### src/rtl/round_seq_pkg.sv
// Shared types and constants for the round sequencer: the FSM state
// encoding, counter widths and the shortest legal symbol period.
package round_seq_pkg;

    typedef enum logic [2:0] {
        IDLE       = 3'd0,
        COUNTDOWN  = 3'd1,
        GENERATE   = 3'd2,
        ANSWER     = 3'd3,
        CHECK      = 3'd4,
        WAIT_LEVEL = 3'd5,
        DONE       = 3'd6
    } state_t;

    localparam int COUNT_W = 4;
    localparam int LIVES_W = 2;
    localparam logic [31:0] MIN_PERIOD = 32'd2;

    // A period below 2 would tick every cycle or never; clamp it.
    function automatic logic [31:0] clamp_period(input logic [31:0] period);
        return (period < MIN_PERIOD) ? MIN_PERIOD : period;
    endfunction

endpackage

### src/rtl/tick_divider.sv
// Loadable 32-bit period counter. While enabled it counts 0..period-1 and
// flags the last count; dropping the enable returns the count to zero so
// every enabled stretch starts from a clean phase.
module tick_divider (
    input  logic        clk,
    input  logic        rst_n,
    input  logic        en,
    input  logic [31:0] period,
    output logic        tick
);

    logic [31:0] count;

    assign tick = en && (count == period - 32'd1);

    // Advance while enabled, wrap on the tick, hold at zero when idle.
    always_ff @(posedge clk or negedge rst_n) begin
        if (!rst_n) begin
            count <= '0;
        end else if (!en || tick) begin
            count <= '0;
        end else begin
            count <= count + 32'd1;
        end
    end

endmodule

### src/rtl/round_sequencer.sv
// Game-round scheduler: countdown, paced symbol generation, answer
// collection and scoring, with lives tracking and level-up handshake.
// Optional answer timeout enabled by defining ROUND_SEQ_ANSWER_TIMEOUT_EN.
module round_sequencer
    import round_seq_pkg::*;
#(
    parameter int SYMS_PER_ROUND   = 8,
    parameter int LIVES            = 3,
    parameter int COUNTDOWN_CYCLES = 100000000,
    parameter int ANSWER_TIMEOUT   = 500000000
) (
    input  logic        Clk100M,
    input  logic        Rst_n,
    input  logic        start,
    input  logic [31:0] symGenMax,
    input  logic        newLevel,
    input  logic        victory,
    input  logic        symIsTarget,
    input  logic        ansValid,
    input  logic [3:0]  ansCount,
    output logic        symTick,
    output logic        incLevel,
    output logic        roundActive,
    output logic [1:0]  lives,
    output logic        gameOver,
    output logic [3:0]  targetCount,
    output logic [2:0]  state
);

    localparam logic [COUNT_W-1:0] SYM_LAST = COUNT_W'(SYMS_PER_ROUND - 1);

    state_t             cur_state;
    logic [31:0]        sym_period;
    logic [COUNT_W-1:0] sym_cnt;
    logic               ans_match;
    logic [31:0]        div_period;
    logic               div_en;
    logic               div_tick;

    // One divider serves the countdown, the symbol pacing and the answer
    // timeout, since those phases never overlap.
    always_comb begin
        div_period = sym_period;
        div_en     = 1'b0;
        case (cur_state)
            COUNTDOWN: begin
                div_period = 32'(COUNTDOWN_CYCLES);
                div_en     = 1'b1;
            end
            GENERATE: begin
                div_en = 1'b1;
            end
            ANSWER: begin
                div_period = 32'(ANSWER_TIMEOUT);
`ifdef ROUND_SEQ_ANSWER_TIMEOUT_EN
                div_en = 1'b1;
`else
                div_en = 1'b0;
`endif
            end
            default: ;
        endcase
    end

    tick_divider u_div (
        .clk    (Clk100M),
        .rst_n  (Rst_n),
        .en     (div_en),
        .period (div_period),
        .tick   (div_tick)
    );

    assign symTick     = (cur_state == GENERATE) && div_tick;
    assign roundActive = (cur_state == COUNTDOWN) || (cur_state == GENERATE) ||
                         (cur_state == ANSWER);
    assign state       = cur_state;

    // Round FSM with its scoring registers.
    always_ff @(posedge Clk100M or negedge Rst_n) begin
        if (!Rst_n) begin
            cur_state   <= IDLE;
            sym_period  <= MIN_PERIOD;
            sym_cnt     <= '0;
            ans_match   <= 1'b0;
            incLevel    <= 1'b0;
            lives       <= LIVES_W'(LIVES);
            gameOver    <= 1'b0;
            targetCount <= '0;
        end else begin
            incLevel <= 1'b0;
            case (cur_state)
                IDLE: begin
                    if (start) cur_state <= COUNTDOWN;
                end
                COUNTDOWN: begin
                    if (div_tick) begin
                        targetCount <= '0;
                        sym_cnt     <= '0;
                        sym_period  <= clamp_period(symGenMax);
                        cur_state   <= GENERATE;
                    end
                end
                GENERATE: begin
                    if (div_tick) begin
                        if (symIsTarget && (targetCount != '1))
                            targetCount <= targetCount + COUNT_W'(1);
                        if (sym_cnt == SYM_LAST) cur_state <= ANSWER;
                        else                     sym_cnt   <= sym_cnt + COUNT_W'(1);
                    end
                end
                ANSWER: begin
                    if (ansValid) begin
                        ans_match <= (ansCount == targetCount);
                        incLevel  <= (ansCount == targetCount);
                        cur_state <= CHECK;
                    end
`ifdef ROUND_SEQ_ANSWER_TIMEOUT_EN
                    else if (div_tick) begin
                        ans_match <= 1'b0;
                        cur_state <= CHECK;
                    end
`endif
                end
                CHECK: begin
                    if (ans_match) begin
                        cur_state <= WAIT_LEVEL;
                    end else begin
                        lives <= lives - LIVES_W'(1);
                        if (lives == LIVES_W'(1)) begin
                            gameOver  <= 1'b1;
                            cur_state <= DONE;
                        end else begin
                            cur_state <= COUNTDOWN;
                        end
                    end
                end
                WAIT_LEVEL: begin
                    if (victory)       cur_state <= DONE;
                    else if (newLevel) cur_state <= COUNTDOWN;
                end
                DONE: ;
                default: cur_state <= IDLE;
            endcase
        end
    end

endmodule

### config.mk
export PLATFORM = sky130hd
export DESIGN_NAME = round_sequencer
export DESIGN_NICKNAME = d
export VERILOG_FILES = /design/src/rtl/round_seq_pkg.sv /design/src/rtl/tick_divider.sv /design/src/rtl/round_sequencer.sv
export SDC_FILE = /design/constraint.sdc
export NUM_CORES = 1
export LEC_CHECK = 0
export ABC_AREA = 1
export BUFFER_PORTS_ARGS = -buffer_cell sky130_fd_sc_hd__buf_2
export CORE_ASPECT_RATIO = 0.7
export CORE_MARGIN = 2
export CORE_UTILIZATION = 66
export CTS_CLUSTER_DIAMETER = 120
export DETAILED_ROUTE_END_ITERATION = 16
export PLACE_DENSITY = 0.87
export SLEW_MARGIN = 15
export SYNTH_ARGS = -nofsm -noshare
export SYNTH_HDL_FRONTEND = slang
export SYNTH_SLANG_ARGS = --single-unit
export TNS_END_PERCENT = 30
### constraint.sdc
create_clock -name Clk100M -period 8.5 [get_ports Clk100M]
set_clock_uncertainty 0.05 [all_clocks]
set_input_delay 1.275 -clock Clk100M [delete_from_list [all_inputs] [get_ports Clk100M]]
set_output_delay 1.275 -clock Clk100M [all_outputs]
set_load 0.02 [all_outputs]
==> run summary <==
Max-slew violation count - 0
Synthesized net count - 1043
RSZ-0062 raised after global routing - false
WP data required - 7170 ps
Async SR Flop Fraction - 100.0%
Flops & latches, synth - 80
CTS root buffer - clkbuf_16
Cell taking the most area after synthesis - dfrtp_1
First-pass GRT wire length - 29770 um
Critical Path AT - 3620 ps
Core area - 9216 um2
Minimum clock period - 4945 ps
Highest Signal Layer - met4
Via Count - 6757
Worst slew pin tran - 1001 ps
Routability cong. - 1.006
Final Hold Slack - 416.5 ps
Post-DRT Antenna Nets - 0
Post-synth top cells - 322 x nand2_1, 122 x inv_1, 120 x nand3_1, 113 x nor2_1, 77 x dfrtp_1
N_diodes - 0
Largest cells by area after synthesis - dfrtp_1 30%, nand2_1 19%, nand3_1 9.4%
Port buffer count - 55
P per Cell Area - 228.8 nW/um2
Final #Nets - 1090
CP Capture Type - primary output
Synthesized area - 6386 um2
Prevailing post-synth register cell - dfrtp_1
Total gr overflow - 0
Final std cells w/o fill - 1171
Num CTS Buffers - 9
Drt first-iter violations - 815
P&R area growth vs syn - 9.777%
Power Total - 1.604 mW
CTS Hold Bufs - 0
Worst Path Max Fanout - 57
Initial antenna violation count - 0
Clk_lat worst skew - 350 ps
Synthesis Warnings - 0
FP Rows - 29
Height of the die - 86.30 um
Most common cell in the netlist - nand2_1
DIE AREA - 10490 um2
Max_slew headroom - 33.23%
Fillers - 734
Worst setup SP type - flip-flop
Fin Setup TNS - 0 ps
Clock slew at reported path FFs - 60 ps
Share of cells above drive strength 1 - 11.56%
Status - finished, final reports clean
H-tree depth - 3
TritonRoute pass-1 iters - 5
CTS tree - built
Number of setup buffers added after CTS - 0
Vias/cell - 5.770
Final hold violation count - 0
Pre-CTS WS - 4029 ps
Max Cap Viol - 0
Fmax - 0.2022 GHz
WL met3 - 1830 um
Io pins - 56
M1 wire length - 7951 um
Largest net degree at the start of global routing - 81
# DRC - 0
Fin worst setup slack - 3555 ps
Max clock buf depth - 2
Crit Path Category - flip-flop to primary output
DR WL/cell - 15.51 um
Number of global-route vias before repair - 6310
Global Route Usage Sum - 36.09%
CTS resizes - 0
Mapped Cells - 995
CTS sink cnt - 80
Initial core utilization - 69.29%
Number of distinct library cells after synthesis - 39
Synth top area share - 30.17%
Final HPWL from detailed placement - 13560 um
Syn_area_per_cell - 6.418 um2
Die width - 121.6 um
Post-Route WL - 18160 um
Min-Delay Path Class - flip-flop to flip-flop
Met2 Wirelength - 7842 um
Lkg Pwr - 3.499 nW
Sequential cell area fraction in the yosys report - 31.41%
Final setup fails - 0
Peak VDD IR - 0.1564 mV
Final Cycle Share - 58.18%
Placed instance count - 1154
EDFF count, synth - 0
-- registers in the layout (all words and copies together), names as in the netlist, 2 cells and up --
register	cells
state	3
targetCount	4
sym_cnt	4
u_div.count	32
lives	2
sym_period	32
-- report_power, final --
part	total [mW]	leakage (nW)	switching, mW	internal, mW
sequential	0.444	0.937	0.0343	0.410
clock	0.426	0.156	0.168	0.258
combinational	0.735	2.41	0.545	0.189
-- final timing paths --
kind | start | end | slack [ps] | cells past startpoint
setup / recovery | state[2] | symTick | 3550 | 16
hold / removal | gameOver | gameOver | 420 | 2
setup reg to reg | state[2] | sym_cnt[3] | 4300 | 18
hold reg to reg | gameOver | gameOver | 420 | 2
max in group asynchronous | Rst_n | lives[0] | 6950 | 2
min in group asynchronous | Rst_n | sym_period[31] | 800 | 1
-- logic make-up (layout without fill, tap and decap cells) --
kind of cell    count (synthesis)  after routing  share of synthesized area, %
xor+xnor                       47             47                         6.446
buf+inv                       155            207                         10.52
compound gates                 40             40                         3.448
fa+ha+maj                       5              5                        0.9796
simple gates                  668            668                         47.20
flops                          80             80                         31.41
-- per-layer routing --
metal | vias to the layer above | track usage [%]
met5 | - | 0
met4 | 0 | 14.21
met3 | 56 | 7.961
met2 | 371 | 54.75
met1 | 3069 | 50.63
li1 | 3261 | -
-- per-stage QoR --
stage / cell area, um2 / utilization (%)
2_1_floorplan: 6386 / -
3_3_place_gp: 6663 / 72.29
3_5_place_dp: 6663 / 72.29
4_1_cts: 6983 / 75.77
5_1_grt: 7010 / 76.07
6_report: 7010 / 76.07
-- critical path, stage by stage, from the launching register on --
cell	delay (ps)
dfrtp_1	560
inv_6	70
nand2_4	440
nand2_1	210
ha_1	310
xor2_1	210
nand2_1	90
a21oi_1	230
nand2_1	120
nor2_1	180
nand4_1	120
nor3_1	150
nand3_1	80
nor2_1	120
nand2_1	100
nor2_1	90
buf_2	170
-- cell type report --
type                       count  area, um2  share of cell area [%]
inverter                     134      508.0                   7.246
tap                          124      155.1                   2.213
clock buffer                   9      225.2                   3.213
multi-input combinational    760       3709                   52.90
sequential                    80       2006                   28.61
clock inverter                 7      95.09                   1.356
timing repair buffer          57      312.8                   4.462
-- placed cells by master, fill, tap and decap left out, types with 2 or more instances in the layout --
cell	instances
nor2_4	5
nor3b_1	2
inv_6	2
nand3b_1	3
inv_2	8
inv_1	122
nor2_8	2
bufinv_16	2
o21bai_1	4
nand2_1	322
nand4_1	29
dfstp_2	3
nor2_1	113
o21ai_1	4
clkbuf_16	9
nor3_1	31
ha_1	5
nand3_2	5
nand2_4	4
a21oi_1	11
buf_4	2
dfrtp_1	77
nor4_1	13
clkinv_1	3
clkinv_2	2
xor2_1	39
nor2_2	7
o21ai_0	17
nand2_2	8
buf_2	54
xnor2_1	8
nand3_1	120
or2_2	2
Note: power is estimated with default switching activity, not from simulation.
